[src/rtl/frame_read_requester.sv]
// Frame read requester: walks a frame buffer in the MIG address space one
// 128-bit phrase at a time, issuing read commands only while the return
// FIFO has room for every read in flight, and streams the returned phrases
// out with a start-of-frame tag.
module frame_read_requester #(
   parameter int FRAME_PHRASES = 9600,
   parameter int ADDR_WIDTH    = 27,
   parameter int ADDR_STRIDE   = 8,
   parameter int BASE_ADDR     = 0,
   parameter int FIFO_DEPTH    = 16
) (
   input  logic                  clk_in,
   input  logic                  rst_in,
   input  logic                  enable_in,
   output logic                  app_en,
   input  logic                  app_rdy,
   output logic [2:0]            app_cmd,
   output logic [ADDR_WIDTH-1:0] app_addr,
   input  logic [127:0]          app_rd_data,
   input  logic                  app_rd_data_valid,
   output logic                  valid_out,
   input  logic                  ready_out,
   output logic [127:0]          data_out,
   output logic                  tuser_out,
   output logic                  error_out
);

   localparam int IW = (FRAME_PHRASES > 1) ? $clog2(FRAME_PHRASES) : 1;
   localparam int PW = $clog2(FIFO_DEPTH);
   localparam int CW = PW + 1;

   localparam logic [1:0] S_IDLE  = 2'd0;
   localparam logic [1:0] S_ISSUE = 2'd1;
   localparam logic [1:0] S_STALL = 2'd2;

   localparam logic [CW-1:0] DEPTH_C  = CW'(FIFO_DEPTH);
   localparam logic [IW-1:0] LAST_IDX = IW'(FRAME_PHRASES - 1);

   logic [1:0]    state_q, state_d;
   logic [IW-1:0] req_idx_q, req_idx_d;
   logic [IW-1:0] ret_idx_q, ret_idx_d;
   logic [CW-1:0] outstanding_q, outstanding_d;
   logic [CW-1:0] occupancy_q, occupancy_d;
   logic [PW-1:0] wr_ptr_q, wr_ptr_d;
   logic [PW-1:0] rd_ptr_q, rd_ptr_d;
   logic          error_q, error_d;

   // Bit 128 holds the start-of-frame tag, bits 127:0 the phrase.
   logic [128:0]  fifo_mem [FIFO_DEPTH];

   logic          accept;
   logic          fifo_full;
   logic          ret_ok;
   logic          pop;
   logic [CW-1:0] credit_q, credit_d;

   assign accept    = (state_q == S_ISSUE) && app_rdy;
   assign fifo_full = (occupancy_q == DEPTH_C);
   // Returns are only legal against a read we issued and have room for.
   assign ret_ok    = app_rd_data_valid && (outstanding_q != '0) && !fifo_full;
   assign pop       = valid_out && ready_out;
   // Credit counts both buffered phrases and reads still in flight, so every
   // accepted read is guaranteed a FIFO slot when it returns.
   assign credit_q  = DEPTH_C - occupancy_q - outstanding_q;
   assign credit_d  = DEPTH_C - occupancy_d - outstanding_d;

   assign app_en    = (state_q == S_ISSUE);
   assign app_cmd   = 3'b001;
   assign app_addr  = ADDR_WIDTH'(BASE_ADDR) + ADDR_WIDTH'(req_idx_q) * ADDR_WIDTH'(ADDR_STRIDE);

   assign valid_out = (occupancy_q != '0);
   assign data_out  = valid_out ? fifo_mem[rd_ptr_q][127:0] : '0;
   assign tuser_out = valid_out & fifo_mem[rd_ptr_q][128];
   assign error_out = error_q;

   // Next-state for counters, pointers, error flag and the issue FSM.
   always_comb begin
      // NOTE: every variable gets its hold value first so no path leaves it unassigned (no latch).
      state_d       = state_q;
      req_idx_d     = req_idx_q;
      ret_idx_d     = ret_idx_q;
      wr_ptr_d      = wr_ptr_q;
      rd_ptr_d      = rd_ptr_q;
      error_d       = error_q | (app_rd_data_valid && !ret_ok);
      outstanding_d = outstanding_q + CW'(accept) - CW'(ret_ok);
      occupancy_d   = occupancy_q + CW'(ret_ok) - CW'(pop);

      if (accept) begin
         req_idx_d = (req_idx_q == LAST_IDX) ? '0 : req_idx_q + 1'b1;
      end
      if (ret_ok) begin
         ret_idx_d = (ret_idx_q == LAST_IDX) ? '0 : ret_idx_q + 1'b1;
         wr_ptr_d  = wr_ptr_q + 1'b1;
      end
      if (pop) begin
         rd_ptr_d = rd_ptr_q + 1'b1;
      end

      case (state_q)
         S_IDLE: begin
            if (enable_in) state_d = (credit_q != '0) ? S_ISSUE : S_STALL;
         end
         S_ISSUE: begin
            // A presented command is held until accepted, whatever enable_in does.
            if (accept) begin
               if (!enable_in)          state_d = S_IDLE;
               else if (credit_d == '0) state_d = S_STALL;
            end
         end
         S_STALL: begin
            if (!enable_in)          state_d = S_IDLE;
            else if (credit_q != '0) state_d = S_ISSUE;
         end
         default: state_d = S_IDLE;
      endcase
   end

   // Control state registers with synchronous reset.
   always_ff @(posedge clk_in) begin
      // NOTE: sequential state uses non-blocking assignments so all registers update together.
      if (rst_in) begin
         state_q       <= S_IDLE;
         req_idx_q     <= '0;
         ret_idx_q     <= '0;
         outstanding_q <= '0;
         occupancy_q   <= '0;
         wr_ptr_q      <= '0;
         rd_ptr_q      <= '0;
         error_q       <= 1'b0;
      end else begin
         state_q       <= state_d;
         req_idx_q     <= req_idx_d;
         ret_idx_q     <= ret_idx_d;
         outstanding_q <= outstanding_d;
         occupancy_q   <= occupancy_d;
         wr_ptr_q      <= wr_ptr_d;
         rd_ptr_q      <= rd_ptr_d;
         error_q       <= error_d;
      end
   end

   // Return FIFO storage: write each accepted return with its frame-start tag.
   always_ff @(posedge clk_in) begin
      // NOTE: storage is not reset; occupancy gates the outputs, so stale entries are never visible.
      if (ret_ok) begin
         fifo_mem[wr_ptr_q] <= {(ret_idx_q == '0), app_rd_data};
      end
   end

endmodule

[config.mk]
export PLATFORM = sky130hd
export DESIGN_NAME = frame_read_requester
export DESIGN_NICKNAME = d
export VERILOG_FILES = /design/src/rtl/frame_read_requester.sv
export SDC_FILE = /design/constraint.sdc
export NUM_CORES = 2
export LEC_CHECK = 0
export BUFFER_PORTS_ARGS = -buffer_cell sky130_fd_sc_hd__buf_2
export CORE_UTILIZATION = 30
export CTS_CLUSTER_DIAMETER = 30
export CTS_CLUSTER_SIZE = 20
export DETAILED_ROUTE_END_ITERATION = 16
export RECOVER_POWER = 100
export SETUP_SLACK_MARGIN = 0.5
export SLEW_MARGIN = 20
export SYNTH_ARGS = -nofsm -noshare
export SYNTH_HDL_FRONTEND = slang
export SYNTH_SLANG_ARGS = --single-unit
[constraint.sdc]
create_clock -name clk_in -period 12.95 [get_ports clk_in]
set_input_delay 1.295 -clock clk_in [delete_from_list [all_inputs] [get_ports clk_in]]
set_output_delay 1.295 -clock clk_in [all_outputs]
set_load 0.02 [all_outputs]
=== Word level (Yosys, flattened, before mapping) ===
Memory sizes are Yosys's and may differ from the RTL's. A register that Yosys moved wholly into a read port is not among the register bits.
Index checks and enable logic that the tools add are counted.

* Reduce and logical (&&, ||, !) cells: 14
* Multiplexer cells: 15
* Equality and inequality tests: 9
* $add $sub $neg: 12
* Bitwise operators: 2

{| class="wikitable"
|+ Operator list
! cell !! number
|-
| 128-bit two-way mux || 1
|-
| 14-bit by 1-bit adder with 14-bit output, second input constant || 2
|-
| 14-bit equality test, second input constant || 2
|-
| 14-bit two-way mux || 2
|-
| 5-bit nonzero test || 3
|-
| 14-bit logical NOT || 1
|-
| 2-bit two-way mux || 7
|-
| 5-bit by 1-bit adder with 5-bit output || 2
|-
| 5-bit by 1-bit subtractor with 5-bit output || 2
|-
| 5-bit subtractor || 2
|-
| 5-bit subtractor, first input constant || 2
|-
| 4-bit by 1-bit adder with 4-bit output, second input constant || 2
|-
| 4-bit two-way mux || 2
|-
| 2-bit case mux with 3 select lines || 1
|-
| 5-bit equality test, second input constant || 1
|-
| 1-bit logical AND || 5
|-
| 5-bit logical NOT || 1
|-
| 4-bit AND reduction || 1
|-
| 3-bit by 2-bit != test with 1-bit output, second input constant || 1
|-
| 3-bit != test, second input constant || 1
|-
| 2-bit by 1-bit equality test with 1-bit output, second input constant || 1
|-
| 2-bit equality test, second input constant || 1
|-
| 1-bit logical NOT || 2
|-
| 2-bit logical NOT || 1
|-
| other kinds (5) || 6
|}

* Memories: 1
* Bits in writable memories: 2064
* Flip-flop bits (word level): 49
* Word-level logic and storage cells: 61
* Output and inout bits: 162

{| class="wikitable"
|+ Memories
! name !! words !! width !! read ports !! clocked after Yosys merged registers in !! write ports !! RTL line !! source
|-
| fifo_mem || 16 || 129 || 1 || 1 || 1 || 49 || <nowiki>logic [128:0] fifo_mem [FIFO_DEPTH];</nowiki>
|}

=== Logic depth before layout (Yosys ltp) ===
* Depth after elaboration: 12
* Mapped depth: 21

=== Least setup slack after synthesis ===
Ideal clock, no wire load.

* Path kind: input-to-reg
* From: input port app_rd_data_valid
* To: memory fifo_mem[0][0] (enable)
* Path buffers: 1
* Data arrival time: 10.733 ns
* Path slack: 1.441 ns
* Library setup time: 0.776 ns
* Required time: 12.174 ns
* Stages: 5
* Cell sequence: nand3_1 > inv_2 > clkbuf_1 > nand2_1 > nor3_1

* Word-level cells in the longest chain between the ends: 4

{| class="wikitable"
|+ RTL lines
! item !! RTL line !! source
|-
| start: declaration || 20 || <nowiki>input logic app_rd_data_valid,</nowiki>
|-
| 1-bit logical AND (2 in series) || 60 || <nowiki>assign ret_ok = app_rd_data_valid && (outstanding_q != '0) && !fifo_full;</nowiki>
|-
| via ret_ok || 53 || <nowiki>logic ret_ok;</nowiki>
|-
| 1-bit two-way mux || 145 || <nowiki>if (ret_ok) begin</nowiki>
|-
| 1-bit two-way mux (implied by the code) || 146 || <nowiki>fifo_mem[wr_ptr_q] <= {(ret_idx_q == '0), app_rd_data};</nowiki>
|-
| end: declaration || 49 ||
|}

The timed path passes the listed nets, and every way through them passes these cells.

=== Final worst setup path ===
* From: register occupancy_q[2]
* To: memory fifo_mem[11][35] (enable)

* Word-level cells in the longest chain between the ends: 5

{| class="wikitable"
|+ RTL lines
! item !! RTL line !! source
|-
| start: declaration || 43 || <nowiki>logic [CW-1:0] occupancy_q, occupancy_d;</nowiki>
|-
| start signal: assignment || 135 || <nowiki>occupancy_q <= occupancy_d;</nowiki>
|-
| 5-bit equality test || 58 || <nowiki>assign fifo_full = (occupancy_q == DEPTH_C);</nowiki>
|-
| 1-bit logical NOT || 60 ||
|-
| 1-bit logical AND || 60 ||
|-
| 1-bit two-way mux || 145 ||
|-
| 1-bit two-way mux (implied by the code) || 146 ||
|}

Every way passes these cells.

==> impl_results.md <==
- Status: finished with violations
- Violated checks: capacitance limit, slew limit
- Max Used Layer: met5
- Iteration count of the initial detailed-routing pass: 5
- CTS tree: built
- Final setup fails: 0
- Synth top area share: 76.3%
- Crit path DAT: 9.54 ns
- Core ar.: 0.269 mm2
- Vias: 37800
- Max cap viols: 41
- WL met3: 14900 um
- Synth Area in Simple Gates: 1.83%
- Share of cells above drive strength 1: 32.6%
- Slew of the pin with the lowest slew margin: 6.83 ns
- Met2 Routed Length: 95900 um
- Clock network power share: 45.8%
- Hold Crit Class: flip-flop to flip-flop
- Met1 Routed Length: 81300 um
- Design area: 0.0998 mm2
- Clk_skew: 0.0851 ns
- Period utilization: 71.1%
- Core Rows: 190
- CTS root buffer: clkbuf_16
- TNS Setup: 0 ns
- Syn_area_per_cell: 24.2 um2
- Max VDD drop: 0.000153 V
- FF-to-FF End: fifo_mem[11][35]
- Post_cts resized: 0
- CTS Buf Count: 396
- Hold_ws: 0.492 ns
- Clk buf depth: 4
- Synth area leader: edfxtp_1
- Clock latency on the worst-skew pair: 0.89 ns
- Hold path start: error_out
- Detail Route Antenna Nets: 0
- Reg2Reg Depth: 9
- Post-DP HPWL: 96900 um
- Routability cong.: 0.698
- Adder-Cell Fraction of Synth Area: 0.622%
- PwrDens: 221 mW/mm2
- Yosys warnings: 0
- Top FF cell, synth: edfxtp_1
- GRT Total Usage: 14.3%
- Worst Path Max Fanout: 40
- Final max-slew violation count: 1384
- Crit path required time: 13.29 ns
- Largest net degree at the start of global routing: 154
- Seq cells post-synth: 2117
- Reg clk slew, reported paths: 0.05 ns
- Final Hold Fails: 0
- Number of library cell types mapped by synthesis: 45
- Number of global-route vias before repair: 40300
- Register area share after synthesis: 77.6%
- Routed len/inst: 25.1 um
- Post-synthesis compound-gate area fraction: 0.199%
- NetSw: 0.00576 W
- Post-CTS Setup Inserts: 0
- Leakage: 30.8 nW
- Fin nets: 4101
- Die Y: 522 um
- Antenna violations before repair: 54
- H-Tree Depth: 5
- Hold EP: error_out
- Synth Cell Area: 0.0813 mm2
- Fmax: 0.109 GHz
- Internal power: 0.0162 W
- Synth async-reset ratio: 0%
- Most numerous cell in the Yosys netlist: edfxtp_1
- Worst Setup Path Type: flip-flop to flip-flop
- Initial Util: 30.2%
- # DRC: 0
- Combinational family with the most area after synthesis: multiplexers
- Post-synthesis mux area share: 17.9%
- Clock Sinks: 2117
- Unrepaired setup endpoints after global routing: no
- Worst r2r src: occupancy_q[2]
- P&R area growth vs syn: 22.8%
- Number of flops mapped to enable cells by yosys: 2064
- Final core utilization: 37.2%
- Hold depth: 2
- Port buffer count: 279
- Minimum clock period: 9.20 ns
- Dpl cell area: 0.0870 mm2
- Crit. Startpoint: occupancy_q[2]
- Die Area: 0.273 mm2
- Total congestion overflow: 0
- First-pass GRT wire length: 284000 um
- Gate power share: 17.8%
- Post-Route WL: 196000 um
- Synth Area in XOR/XNOR: 0.491%
- CTS hold repair buffers: 0
- Vias/cell: 4.83
- Sequential share of power: 36.3%
- Die X: 522 um
- IO Pins: 296
- Cells after Synth: 3358
- Synth cell count leaders: edfxtp_1 (2064), mux4_2 (645), and2_1 (130), clkbuf_1 (99), nor2_1 (65)
- Relative slew slack: -355%
- Switching portion of total power: 26.2%
- Starting DRT DRC Count: 3290
- Crit start category: flip-flop
- Setup crit end kind: flip-flop
- Synth top area cells: edfxtp_1 (76%), mux4_2 (18%), dfxtp_1 (1.3%)
- Worst R2R Setup Slack: 3.75 ns
==> placed cells by master (no fill, tap or decap), types with 18 or more instances in the layout <==
cell type / count
clkbuf_1: 278
ha_1: 34
inv_1: 31
nor2_1: 65
clkinvlp_4: 56
clkinv_2: 67
buf_2: 72
dfxtp_1: 50
edfxtp_1: 2064
clkinv_1: 54
buf_4: 18
nand2_1: 24
clkinv_4: 22
and2_1: 68
xor2_1: 26
mux4_2: 645
bufinv_16: 47
and2_0: 62
clkbuf_16: 401
==> flip-flops by register name (all words and copies together) (netlist names), named ones only <==
name           count
error_out          1
fifo_mem        2064
occupancy_q        5
outstanding_q      5
rd_ptr_q           4
req_idx_q         14
ret_idx_q         14
state_q            2
wr_ptr_q           4
==> cell type report <==
type | instances | area [um2]
Clock buffer | 446 | 10300
Timing Repair Buffer | 342 | 1670
Inverter | 31 | 116
Tap cell | 3552 | 4440
Antenna cell | 14 | 35.0
Fill cell | 24200 | 169000
Clock inverter | 280 | 3090
Sequential cell | 2117 | 63100
Multi-Input combinational cell | 1041 | 17200
==> worst max-delay path, stage by stage (launching register included) <==
cell and delay, ns:
dfxtp_1 0.33, inv_1 0.09, ha_1 0.22, nand4bb_1 0.13, nand3_1 0.28, inv_1 0.44
nand2_1 0.23, nor2_1 1.65, clkbuf_1 2.60, clkbuf_1 2.57
==> power groups by stage <==
| stage | Sequential (W) | Clock (W) | Combinational [W] |
|---|---|---|---|
| after global placement | 0.00810 | 0 | 0.00411 |
| after global routing | 0.00802 | 0.0106 | 0.00427 |
| after detailed placement | 0.00811 | 0 | 0.00411 |
| after floorplan | 0.00814 | 0 | 0.00285 |
| after CTS | 0.00799 | 0.0103 | 0.00412 |
| final | 0.00800 | 0.0101 | 0.00392 |
==> stage by stage <==
stage | setup WS [ns] | total power [W] | instances
after floorplan | 1.44 | 0.0110 | 3372
after global placement | 7.17 | 0.0122 | 7083
after detailed placement | 7.17 | 0.0122 | 7083
after CTS | 6.25 | 0.0224 | 7809
after global routing | 3.19 | 0.0229 | 7814
final | 3.75 | 0.0220 | 7823
==> kinds of logic (layout without fill, tap and decap cells) <==
family,after synthesis,after routing
flip-flops,2117,2117
multiplexers,646,646
AND/OR/NAND/NOR,271,271
buffers and inverters,214,1099
XOR/XNOR,44,44
adder cells (fa/ha/maj),38,38
AO/OA/AOI/OAI,26,26
other,2,30
==> worst max path at each step <==
stage | endpoint | slack, ns
floorplan | fifo_mem[0][0] | 1.44
global placement | data_out[28] | 7.17
detailed placement | data_out[28] | 7.17
CTS | data_out[28] | 6.25
global route | fifo_mem[11][36] | 3.19
finish | fifo_mem[11][35] | 3.75
==> per-layer routing <==
metal  GRT usage, %  up-vias
li1               -    15600
met1           18.6    20500
met2           23.4     1286
met3           4.00      338
met4           3.91       46
met5              0        -
No activity file was read; power rests on OpenSTA's default activity.
